===== src/rtl/gem_pad_es_sched_if.sv =====
// gem_pad_es_sched_if: batch strobe, ROM ports and results bundle
// master = cluster decoder / ROM side, slave = sequencer
interface gem_pad_es_sched_if #(
  parameter int MXCL   = 8,
  parameter int MXADRB = 8,
  parameter int MXDATB = 10
);
  logic                     start;
  logic [MXCL-1:0]          pad_vld;
  logic [MXCL*MXADRB-1:0]   pad_adr;
  logic [MXADRB-1:0]        rom_adr0;
  logic [MXADRB-1:0]        rom_adr1;
  logic [MXDATB-1:0]        rom_rd0;
  logic [MXDATB-1:0]        rom_rd1;
  logic [MXCL*MXDATB-1:0]   es_out;
  logic [MXCL-1:0]          es_vld;
  logic                     busy;
  logic                     done;
  logic                     overrun;
  logic [MXCL-1:0]          oor_err;

  modport master (
    output start, pad_vld, pad_adr,
    output rom_rd0, rom_rd1,
    input  rom_adr0, rom_adr1,
    input  es_out, es_vld, busy,
    input  done, overrun, oor_err
  );

  modport slave (
    input  start, pad_vld, pad_adr,
    input  rom_rd0, rom_rd1,
    output rom_adr0, rom_adr1,
    output es_out, es_vld, busy,
    output done, overrun, oor_err
  );
endinterface


===== src/rtl/gem_pad_es_sched.sv =====
// gem_pad_es_sched: pairwise pad->eighth-strip ROM lookup sequencer.
// Optional pad range check enabled by GEM_PAD_ES_RANGE_CHECK_EN.
module gem_pad_es_sched #(
  parameter int MXCL      = 8,
  parameter int MXADRB    = 8,
  parameter int MXDATB    = 10,
  parameter int ROMLENGTH = 192
) (
  input logic               clock,
  input logic               reset,
  gem_pad_es_sched_if.slave bus
);
  localparam int NP = MXCL / 2;
  localparam int CW = $clog2(NP + 1);

  localparam logic [1:0] IDLE  = 2'd0;
  localparam logic [1:0] ISSUE = 2'd1;
  localparam logic [1:0] DRAIN = 2'd2;

  if ((MXCL % 2) != 0 || ROMLENGTH > (1 << MXADRB)) begin : g_bad_cfg
    $error("gem_pad_es_sched: MXCL must be even, ROMLENGTH <= 2**MXADRB");
  end

`ifdef GEM_PAD_ES_RANGE_CHECK_EN
  localparam logic [MXADRB:0] ROMLEN = ROMLENGTH[MXADRB:0];

  function automatic logic ok(input logic v,
                              input logic [MXADRB-1:0] a);
    return v && ({1'b0, a} < ROMLEN);
  endfunction
`else
  function automatic logic ok(input logic v,
                              input logic [MXADRB-1:0] a);
    return v;
  endfunction
`endif

  function automatic logic [MXADRB-1:0] iss(input logic v,
                                            input logic [MXADRB-1:0] a);
    return ok(v, a) ? a : '0;
  endfunction

  logic [1:0]             state;
  logic [CW-1:0]          cnt;
  logic [CW-1:0]          cidx;
  logic                   cap;
  logic [MXCL*MXADRB-1:0] pad_q;
  logic [MXCL-1:0]        vld_q;
  logic [MXADRB-1:0]      adr0_q;
  logic [MXADRB-1:0]      adr1_q;
  logic [MXADRB-1:0]      nxt0;
  logic [MXADRB-1:0]      nxt1;
  logic [MXCL*MXDATB-1:0] es_q;
  logic [MXCL-1:0]        esv_q;
  logic [MXCL-1:0]        oor_q;
  logic                   done_q;
  logic                   ovr_q;

  // read data for the pair issued last cycle arrives now
  assign cap  = (state == ISSUE && cnt != '0) || state == DRAIN;
  assign cidx = cnt - CW'(1);

  // addresses of the pair following the one now on the ROM ports
  always_comb begin
    nxt0 = '0;
    nxt1 = '0;
    for (int k = 0; k < NP; k++) begin
      if (cnt + CW'(1) == CW'(k)) begin
        nxt0 = iss(vld_q[2*k],
                   pad_q[2*k*MXADRB +: MXADRB]);
        nxt1 = iss(vld_q[2*k+1],
                   pad_q[(2*k+1)*MXADRB +: MXADRB]);
      end
    end
  end

  // batch FSM, ROM address issue and result capture
  always_ff @(posedge clock) begin
    if (reset) begin
      state  <= IDLE;
      cnt    <= '0;
      pad_q  <= '0;
      vld_q  <= '0;
      adr0_q <= '0;
      adr1_q <= '0;
      es_q   <= '0;
      esv_q  <= '0;
      oor_q  <= '0;
      done_q <= 1'b0;
      ovr_q  <= 1'b0;
    end else begin
      done_q <= 1'b0;
      ovr_q  <= bus.start && (state != IDLE);
      if (cap) begin
        for (int i = 0; i < MXCL; i++) begin
          if (CW'(i / 2) == cidx) begin
            esv_q[i] <= ok(vld_q[i],
                           pad_q[i*MXADRB +: MXADRB]);
            es_q[i*MXDATB +: MXDATB] <=
              !ok(vld_q[i], pad_q[i*MXADRB +: MXADRB]) ? '0 :
              ((i % 2) == 0) ? bus.rom_rd0 : bus.rom_rd1;
`ifdef GEM_PAD_ES_RANGE_CHECK_EN
            oor_q[i] <= vld_q[i] &&
                        !ok(1'b1, pad_q[i*MXADRB +: MXADRB]);
`endif
          end
        end
      end
      unique case (state)
        IDLE: begin
          if (bus.start) begin
            state  <= ISSUE;
            cnt    <= '0;
            pad_q  <= bus.pad_adr;
            vld_q  <= bus.pad_vld;
            es_q   <= '0;
            esv_q  <= '0;
            oor_q  <= '0;
            adr0_q <= iss(bus.pad_vld[0],
                          bus.pad_adr[0 +: MXADRB]);
            adr1_q <= iss(bus.pad_vld[1],
                          bus.pad_adr[MXADRB +: MXADRB]);
          end
        end
        ISSUE: begin
          cnt    <= cnt + CW'(1);
          adr0_q <= nxt0;
          adr1_q <= nxt1;
          if (cnt == CW'(NP - 1)) state <= DRAIN;
        end
        DRAIN: begin
          state  <= IDLE;
          cnt    <= '0;
          done_q <= 1'b1;
        end
        default: state <= IDLE;
      endcase
    end
  end

  assign bus.rom_adr0 = adr0_q;
  assign bus.rom_adr1 = adr1_q;
  assign bus.es_out   = es_q;
  assign bus.es_vld   = esv_q;
  assign bus.busy     = (state != IDLE);
  assign bus.done     = done_q;
  assign bus.overrun  = ovr_q;
  assign bus.oor_err  = oor_q;
endmodule

===== src/flat_wrapper.sv =====
// flat-port wrapper written by rule: the top's interface ports become plain ports
module gem_pad_es_sched_flat 
#(
  parameter int MXCL      = 8,
  parameter int MXADRB    = 8,
  parameter int MXDATB    = 10,
  parameter int ROMLENGTH = 192
)
  (clock, reset, bus_start, bus_pad_vld, bus_pad_adr, bus_rom_rd0, bus_rom_rd1, bus_rom_adr0, bus_rom_adr1, bus_es_out, bus_es_vld, bus_busy, bus_done, bus_overrun, bus_oor_err);
  gem_pad_es_sched_if #(.MXCL(MXCL), .MXADRB(MXADRB), .MXDATB(MXDATB)) bus_i ();
  input logic clock;
  input logic reset;
  input wire logic [$bits(bus_i.start)-1:0] bus_start;
  input wire logic [$bits(bus_i.pad_vld)-1:0] bus_pad_vld;
  input wire logic [$bits(bus_i.pad_adr)-1:0] bus_pad_adr;
  input wire logic [$bits(bus_i.rom_rd0)-1:0] bus_rom_rd0;
  input wire logic [$bits(bus_i.rom_rd1)-1:0] bus_rom_rd1;
  output wire logic [$bits(bus_i.rom_adr0)-1:0] bus_rom_adr0;
  output wire logic [$bits(bus_i.rom_adr1)-1:0] bus_rom_adr1;
  output wire logic [$bits(bus_i.es_out)-1:0] bus_es_out;
  output wire logic [$bits(bus_i.es_vld)-1:0] bus_es_vld;
  output wire logic [$bits(bus_i.busy)-1:0] bus_busy;
  output wire logic [$bits(bus_i.done)-1:0] bus_done;
  output wire logic [$bits(bus_i.overrun)-1:0] bus_overrun;
  output wire logic [$bits(bus_i.oor_err)-1:0] bus_oor_err;
  assign bus_i.start = bus_start;
  assign bus_i.pad_vld = bus_pad_vld;
  assign bus_i.pad_adr = bus_pad_adr;
  assign bus_i.rom_rd0 = bus_rom_rd0;
  assign bus_i.rom_rd1 = bus_rom_rd1;
  assign bus_rom_adr0 = bus_i.rom_adr0;
  assign bus_rom_adr1 = bus_i.rom_adr1;
  assign bus_es_out = bus_i.es_out;
  assign bus_es_vld = bus_i.es_vld;
  assign bus_busy = bus_i.busy;
  assign bus_done = bus_i.done;
  assign bus_overrun = bus_i.overrun;
  assign bus_oor_err = bus_i.oor_err;
  gem_pad_es_sched #(.MXCL(MXCL), .MXADRB(MXADRB), .MXDATB(MXDATB), .ROMLENGTH(ROMLENGTH)) u_core (.clock(clock), .reset(reset), .bus(bus_i));
endmodule

===== config.mk =====
export PLATFORM = sky130hd
export DESIGN_NAME = gem_pad_es_sched_flat
export DESIGN_NICKNAME = d
export VERILOG_FILES = /design/src/rtl/gem_pad_es_sched_if.sv /design/src/rtl/gem_pad_es_sched.sv /design/src/flat_wrapper.sv
export SDC_FILE = /design/constraint.sdc
export NUM_CORES = 1
export LEC_CHECK = 0
export CORE_ASPECT_RATIO = 1.75
export CORE_MARGIN = 1.5
export CORE_UTILIZATION = 52
export DETAILED_ROUTE_END_ITERATION = 6
export PLACE_DENSITY = 0.85
export SYNTH_ARGS = -nofsm -noshare
export SYNTH_HDL_FRONTEND = slang
export SYNTH_SLANG_ARGS = --single-unit

===== constraint.sdc =====
create_clock -name clock -period 5.9 [get_ports clock]
set_clock_uncertainty 0.05 [all_clocks]
set_input_delay 1.475 -clock clock [delete_from_list [all_inputs] [get_ports clock]]
set_output_delay 1.475 -clock clock [all_outputs]
set_load 0.05 [all_outputs]

Yosys cells after proc, flatten, opt, wreduce, memory -nomap -nowiden
Cells that the tools add are included.
W data, S select, Z words.
{ "totals": {"elab_cells": 95, "in_bits": 95, "ff_bits": 183} }
{ "classes": {"n_eq_ne": 11, "n_addsub": 2, "muxes": 58, "reduce_logical": 14} }
{ "ops": {"columns": ["operator", "n"], "rows": [
  ["$mux W80", 3],
  ["$mux W8", 23],
  ["$mux W10", 16],
  ["$pmux W8 S2", 2],
  ["$eq A3 B2 Y1 const B", 3],
  ["$mux W1", 9],
  ["$pmux W3 S3", 1],
  ["$reduce_and A2 Y1", 4],
  ["$eq A2 B3 Y1 const A", 2],
  ["$logic_not A3 Y1", 2],
  ["$reduce_bool A3 Y1", 2],
  ["$mux W2", 2],
  ["$ne A2 B2 Y1 const B", 2],
  ["$pmux W2 S2", 1],
  ["$reduce_bool A2 Y1", 2],
  ["$add A3 B1 Y3 const B", 1],
  ["$eq A1 B3 Y1 const A", 1],
  ["$eq A3 B1 Y1 const B", 1],
  ["$mux W3", 1],
  ["$sub A3 B1 Y3 const B", 1],
  ["$eq A2 B1 Y1 const B", 1],
  ["$eq A2 B2 Y1 const B", 1],
  ["$logic_and A1 B1 Y1", 2],
  ["$logic_not A2 Y1", 1],
  ["$logic_or A1 B1 Y1", 1]
]} }

Logic depth before layout (Yosys ltp)
Gate-level depths: netlist of the first run.
{ "logic_depth": {"ltp_word": 7, "mapped_depth": 8, "ltp_nobuf": 6} }

Least setup slack after synthesis of the first run
No wires, ideal clock.
{ "synth_path": {"path_type": "input port to flip-flop", "startpoint": "in reset", "endpoint": "reg u_core.es_q[25], in the netlist u_core.bus.es_out[25]", "t_arrival_ns": 2.385, "cell_stages": 5, "path_buffers": 3, "path_slack_ns": 3.394, "path_cell_list": "clkbuf_1 > or2_2 > buf_2 > buf_1 > a21oi_1"} }
{ "synth_rtl": {"columns": ["item", "line", "rtl"], "rows": [
  ["start, declared", "flat_wrapper.sv:12", "input logic reset;"],
  ["end signal, assigned by index", "gem_pad_es_sched.sv:99", "es_q[i*MXDATB +: MXDATB] <="],
  ["end, declared", "gem_pad_es_sched.sv:53", "logic [MXCL*MXDATB-1:0] es_q;"]
]} }

Final worst setup path of the first run
{ "layout_path": {"startpoint": "reg u_core.state[0]", "endpoint": "out bus_busy"} }
{ "layout_between": {"elab_chain_cells": 1} }
{ "layout_lines": {"columns": ["item", "line", "rtl"], "rows": [
  ["start, declared", "gem_pad_es_sched.sv:43", "logic [1:0] state;"],
  ["start signal, assigned", "gem_pad_es_sched.sv:80", "state <= IDLE;"],
  ["start signal, assigned", "gem_pad_es_sched.sv:112", "state <= ISSUE;"],
  ["start signal, assigned", "gem_pad_es_sched.sv:129", "if (cnt == CW'(NP - 1)) state <= DRAIN;"],
  ["$reduce_bool A2 Y1", "gem_pad_es_sched.sv:145", "assign bus.busy = (state != IDLE);"],
  ["end, declared", "flat_wrapper.sv:22", "output wire logic [$bits(bus_i.busy)-1:0] bus_busy;"]
]} }
No other way between the ends.

==> flow_summary.json, run 1 <==
{
  "place_congestion": 0.965,
  "die_y_um": 164,
  "synth_compound_area_frac": 0.204,
  "status": "complete, no violations",
  "required_ns": 4.38,
  "diodes": 0,
  "rsz0062_at_grt": "no",
  "crit_fanout": 14,
  "io_pins": 210,
  "cp-start-kind": "register",
  "cts_buffers": 17,
  "drc_errors": 0,
  "cp.arrival_ns": 2.02,
  "mostFrequentLayoutCell": "clkdlybuf4s50_1",
  "reg2reg_setup_slack_ns": 2.46,
  "gr-usage-all-layers": 0.308,
  "cp_slowest_cell": "clkdlybuf4s50_1",
  "synth-seq-cells": 183,
  "cp-end-kind": "output pin",
  "reg2reg_depth": 5,
  "clockBufferDepth": 2,
  "routed_wl_um": 24000,
  "cts_resized": 0,
  "synthAdderAreaFrac": 0.0145,
  "nFillCells": 1144,
  "ys_seq_area_frac": 0.473,
  "p_per_area_nw_per_um2": 276,
  "drt_iter0_drc": 676,
  "endpoint": "bus_busy",
  "hpwl_um": 16700,
  "critical_path_buf_inv_count": 2,
  "timing.rr.end": "u_core.bus.es_out[60]",
  "synthMuxAreaShare": 0.0259,
  "rows": 58,
  "worstSetupStartpoint": "u_core.state[0]",
  "fmax_mhz": 282,
  "clkTransAtPathRegs_ns": 0.07,
  "cts_tree": "done",
  "worstMarginPinSlew_ns": 1.21,
  "fin_crit_sh": 0.601,
  "viasPerCell": 6.07,
  "yosysWarnings": 0,
  "grt_max_degree": 94,
  "yosys.area_share.simple": 0.218,
  "tns_ns": 0,
  "initial_core_util": 0.536,
  "drt_pass1_iterations": 6,
  "grt_pass1_wl_um": 37200,
  "io_buffers": 201,
  "syn_inst": 958,
  "post-synth-top-area-fraction": 0.473,
  "final_cells": 1281,
  "report.final.slew_viol_count": 0,
  "post_cts_buffers": 0,
  "synth_xor_area_frac": 0,
  "nets": 1193,
  "insertion_delay_ns": 0.43,
  "crit_family": "buffers and inverters",
  "critical_path_cell_count": 3,
  "synth_area_per_cell_um2": 8.08,
  "dieArea_um2": 15700,
  "hold_violations": 0,
  "ctsHtreeMaxLevel": 4,
  "r2r_start": "u_core.state[0]",
  "vdd_drop_max_uv": 211,
  "clock-sinks": 183,
  "synth_top_family_by_area": "simple AND/OR/NAND/NOR gates",
  "grt_pass1_vias": 7169,
  "drive_above_1_share": 0.0454,
  "finalSetupViolCount": 0,
  "slowest_delay_ns": 0.79,
  "leakagePower_nw": 3.59,
  "core_um2": 14400,
  "dp.cells": 1250,
  "synth.area.top_cells": "dfxtp_1, a21oi_1, nand2_1",
  "hold_class": "register to register",
  "fp.dieW_um": 95.2,
  "min_period_ns": 3.55,
  "detail-route-antenna-nets": 0,
  "cts_hold_buf": 0,
  "relSlewSlack": 0.190,
  "grt-ovfl-total": 0,
  "syn2layout_area_growth_pct": 31.7,
  "drv_cap": 0,
  "wl_per_cell_um": 18.7,
  "root_buffer": "clkbuf_16",
  "synth_top_cell_by_area": "dfxtp_1",
  "antenna_found_initial": 0,
  "num_vias": 7772,
  "crit_chain": "nor2_1, inv_1, clkdlybuf4s50_1",
  "ys_types": 38,
  "final_cell_mix": "clkdlybuf4s50_1, nand2_1, dfxtp_1",
  "worstSetupPathType": "register to output pin",
  "netlist_area_um2": 7740
}
worst register-to-register path: stages (launching register included):
cell and delay, ns:
dfxtp_1 0.57, nand2b_1 0.52, o21ai_4 0.28, buf_4 0.58, nand2_1 0.90, mux2i_1 0.44
worst min path at each step:
stage	start	endpoint	slack (ns)	depth (start not counted)
after floorplan	u_core.pad_q[16]	u_core.pad_q[16]	0.38	2
after global placement	u_core.pad_q[18]	u_core.pad_q[18]	0.39	2
after detailed placement	u_core.pad_q[29]	u_core.pad_q[29]	0.40	2
after CTS	u_core.pad_q[29]	u_core.pad_q[29]	0.40	2
after global routing	u_core.pad_q[19]	u_core.pad_q[19]	0.42	2
final	u_core.pad_q[29]	u_core.pad_q[29]	0.40	2
per-layer routing:
layer	wire (um)	part of all wire	global-route usage	up-vias
met5	0	0	0	-
met4	1680	0.070	0.201	0
met3	1700	0.071	0.0502	113
met2	12300	0.51	0.530	451
met1	8310	0.35	0.343	3577
li1	-	-	-	3631
logic make-up (layout without fill, tap and decap cells):
group                    count (synthesis)  after routing
AO/OA/AOI/OAI                          281            281
buffers and inverters                  109            245
adder cells (fa/ha/maj)                  9              9
other                                    1              8
flip-flops                             183            183
multiplexers                            20             20
AND/OR/NAND/NOR                        355            355
Yosys cell counts:
master,number
and2_1,20
buf_4,14
o21a_4,1
nor2b_1,5
or3b_2,1
dfxtp_1,183
conb_1,1
a2111oi_0,1
or2_2,1
o21ai_4,1
mux2i_1,20
nand4_1,62
clkbuf_2,1
o21bai_1,1
nor4_1,16
a31oi_1,1
and4b_1,2
clkbuf_1,57
buf_1,6
ha_1,9
o21ai_0,77
a21oi_1,158
nand3_1,28
a41o_1,1
nor2_2,2
inv_1,4
nand2b_1,5
nor2_1,21
and3_1,2
buf_2,27
o21ai_1,7
a221oi_1,15
a221o_1,16
nor3_1,1
o21a_1,2
nor3b_1,3
and2b_1,1
nand2_1,185
area by class of cell:
cell class,instances,area (um^2),area share
clock inverter,14,174,0.0171
tap,180,225,0.0221
sequential,183,3660,0.359
multi-input combinational,673,3620,0.355
clock buffer,17,425,0.0417
inverter,4,15.0,0.00147
timing repair buffer,210,2070,0.203
registers in the layout (all words and copies together) (netlist names):
register	flops
u_core.bus.done	1
u_core.bus.overrun	1
u_core.pad_q	64
u_core.bus.es_vld	8
u_core.vld_q	8
u_core.state	2
u_core.bus.rom_adr0	8
u_core.bus.es_out	80
u_core.bus.rom_adr1	8
u_core.cnt	3
report_power, final:
group / leakage (nW) / switching [W] / total (W) / internal [W]
sequential: 1.49 / 0.0000390 / 0.00131 / 0.00127
combinational: 1.82 / 0.000207 / 0.000334 / 0.000127
clock: 0.287 / 0.000498 / 0.00117 / 0.000668
through the flow:
step                 util  setup slack [ns]  cell area, um^2  power (W)  hold slack (ns)
CTS                 0.706              2.36            10200    0.00281            0.405
finish              0.706              2.35            10200    0.00281            0.403
global route        0.706              2.22            10200    0.00289            0.422
global placement    0.665              2.19             9600    0.00166            0.390
floorplan               -              3.39             7770    0.00153            0.382
detailed placement  0.665              2.15             9600    0.00167            0.395
(Power assumes the default switching activity.)
==> inputs of run 2 (changes only) <==
Settings changed: CORE_UTILIZATION 52 to 44, PLACE_DENSITY 0.85 to 0.77.
Clock period 5.9 ns to 3.2 ns, I/O delays scaled along.
==> run 2 against run 1 <==
- utilization shrank 11 points
- total power rose by 87%
- non-clock buffer count up 9
- flip-flop and latch count unchanged
- largest power group unchanged
- global-route usage fell by 4.2 points
- final cell count increased by 4.7%
- via count fell by 1.4%
- setup slack lost 2.0 ns
==> flow_summary.json, run 2 (synthesis results as in run 1) <==
{
  "placed_area_um2": 9760,
  "rsz0062_at_grt": "no",
  "initial_core_util": 0.446,
  "cp.arrival_ns": 2.04,
  "place_congestion": 0.880,
  "core_um2": 17400,
  "viasPerCell": 5.72,
  "drt_pass1_iterations": 5,
  "drt_iter0_drc": 449,
  "num_vias": 7667,
  "detail-route-antenna-nets": 0,
  "timing.rr.end": "u_core.bus.rom_adr0[7]",
  "grt-ovfl-total": 0,
  "whs_endpoint": "u_core.pad_q[30]",
  "io_pins": 210,
  "hpwl_um": 17200,
  "reg2reg_setup_slack_ns": 0.56,
  "worstHoldPathCells": 2,
  "relSlewSlack": 0.248,
  "dieArea_um2": 18400,
  "crit_fanout": 14,
  "fp.dieW_um": 103,
  "dp.cells": 1310,
  "cp-end-kind": "output pin",
  "die_y_um": 178,
  "grt_max_degree": 89,
  "slowest_delay_ns": 0.79,
  "worstSetupPathType": "register to output pin",
  "wl_per_cell_um": 18.3,
  "io_buffers": 201,
  "syn2layout_area_growth_pct": 34.1,
  "insertion_delay_ns": 0.42,
  "cp-start-kind": "register",
  "final_cell_mix": "clkdlybuf4s50_1, nand2_1, dfxtp_1",
  "cp_slowest_cell": "clkdlybuf4s50_1",
  "worstMarginPinSlew_ns": 1.13,
  "cts_hold_buf": 0,
  "ctsHtreeMaxLevel": 4,
  "clockBufferDepth": 2,
  "reg2reg_depth": 6,
  "drive_above_1_share": 0.0559,
  "drc_errors": 0,
  "r2r_start": "u_core.cnt[0]",
  "required_ns": 2.35,
  "vdd_drop_max_uv": 329,
  "clkTransAtPathRegs_ns": 0.07,
  "mostFrequentLayoutCell": "clkdlybuf4s50_1",
  "gr-usage-all-layers": 0.267,
  "hold_class": "register to register",
  "antenna_found_initial": 0,
  "largest_register_ffs": 80,
  "cts_tree": "done",
  "report.final.slew_viol_count": 0,
  "status": "complete, no violations",
  "hold_start": "u_core.pad_q[30]",
  "rows": 64,
  "cts_buffers": 17,
  "crit_chain": "nor2_1, inv_1, clkdlybuf4s50_1",
  "p_per_area_nw_per_um2": 507,
  "post_cts_buffers": 0,
  "post-route-util": 0.597,
  "diodes": 0,
  "cts_resized": 0,
  "hold_violations": 0,
  "final_cells": 1341,
  "clock-sinks": 183,
  "root_buffer": "clkbuf_16",
  "power_w": 0.00526,
  "min_period_ns": 2.89,
  "nets": 1202,
  "grt_pass1_vias": 7108,
  "fin_crit_sh": 0.902,
  "fmax_mhz": 347,
  "tns_ns": 0,
  "finalInstanceArea_um2": 10400,
  "grt_pass1_wl_um": 37500,
  "leakagePower_nw": 3.65,
  "routed_wl_um": 24500,
  "drv_cap": 0,
  "finalSetupViolCount": 0
}
[run 2: critical path: cells and delay by family, from the launching register on]
family                 cells  cell delay (ns)
buffers and inverters      2             0.88
flip-flops                 1             0.59
AND/OR/NAND/NOR            1             0.14
[run 2: cell type report]
| cell class | instances | area, um^2 |
|---|---|---|
| well taps | 231 | 289 |
| fillers | 1539 | 7000 |
| clock inverters | 14 | 190 |
| inverters | 4 | 15.0 |
| flip-flops and latches | 183 | 3660 |
| clock buffers | 17 | 425 |
| repair buffers | 219 | 2170 |
| multi-input cells | 673 | 3630 |
[run 2: per-stage QoR]
stage / setup WS, ns / hold slack [ns]
CTS: 0.293 / 0.403
floorplan: 1.16 / 0.382
global route: 0.195 / 0.418
finish: 0.314 / 0.402
global placement: 0.638 / 0.389
detailed placement: 0.591 / 0.393
[run 2: worst max path at each step]
| stage | startpoint | to | slack, ns | cells after the start |
|---|---|---|---|---|
| final | u_core.state[0] | bus_busy | 0.31 | 3 |
| after detailed placement | bus_start | u_core.bus.es_out[5] | 0.59 | 5 |
| after global routing | u_core.state[0] | bus_busy | 0.19 | 3 |
| after floorplan | u_core.cnt[0] | u_core.bus.rom_adr0[4] | 1.16 | 8 |
| after CTS | u_core.state[0] | bus_busy | 0.29 | 3 |
| after global placement | bus_start | u_core.bus.es_out[45] | 0.64 | 5 |
[run 2: routing by layer]
metal / vias up / wire length (um) / track usage
met5: - / 0 / 0
met4: 0 / 1500 / 0.177
met3: 76 / 1320 / 0.0302
met2: 352 / 12900 / 0.466
met1: 3598 / 8780 / 0.297
li1: 3641 / - / -
[run 2: power breakdown]
part / switching, W / internal (W)
registers: 0.0000702 / 0.00235
logic: 0.000388 / 0.000244
clock network: 0.000954 / 0.00125
total: 0.00141 / 0.00385
==> inputs of run 3 (changes only) <==
Settings changed: TNS_END_PERCENT set to 100.
==> results of run 3 <==
The final DEF is identical to that of run 2; final timing and power are the same.
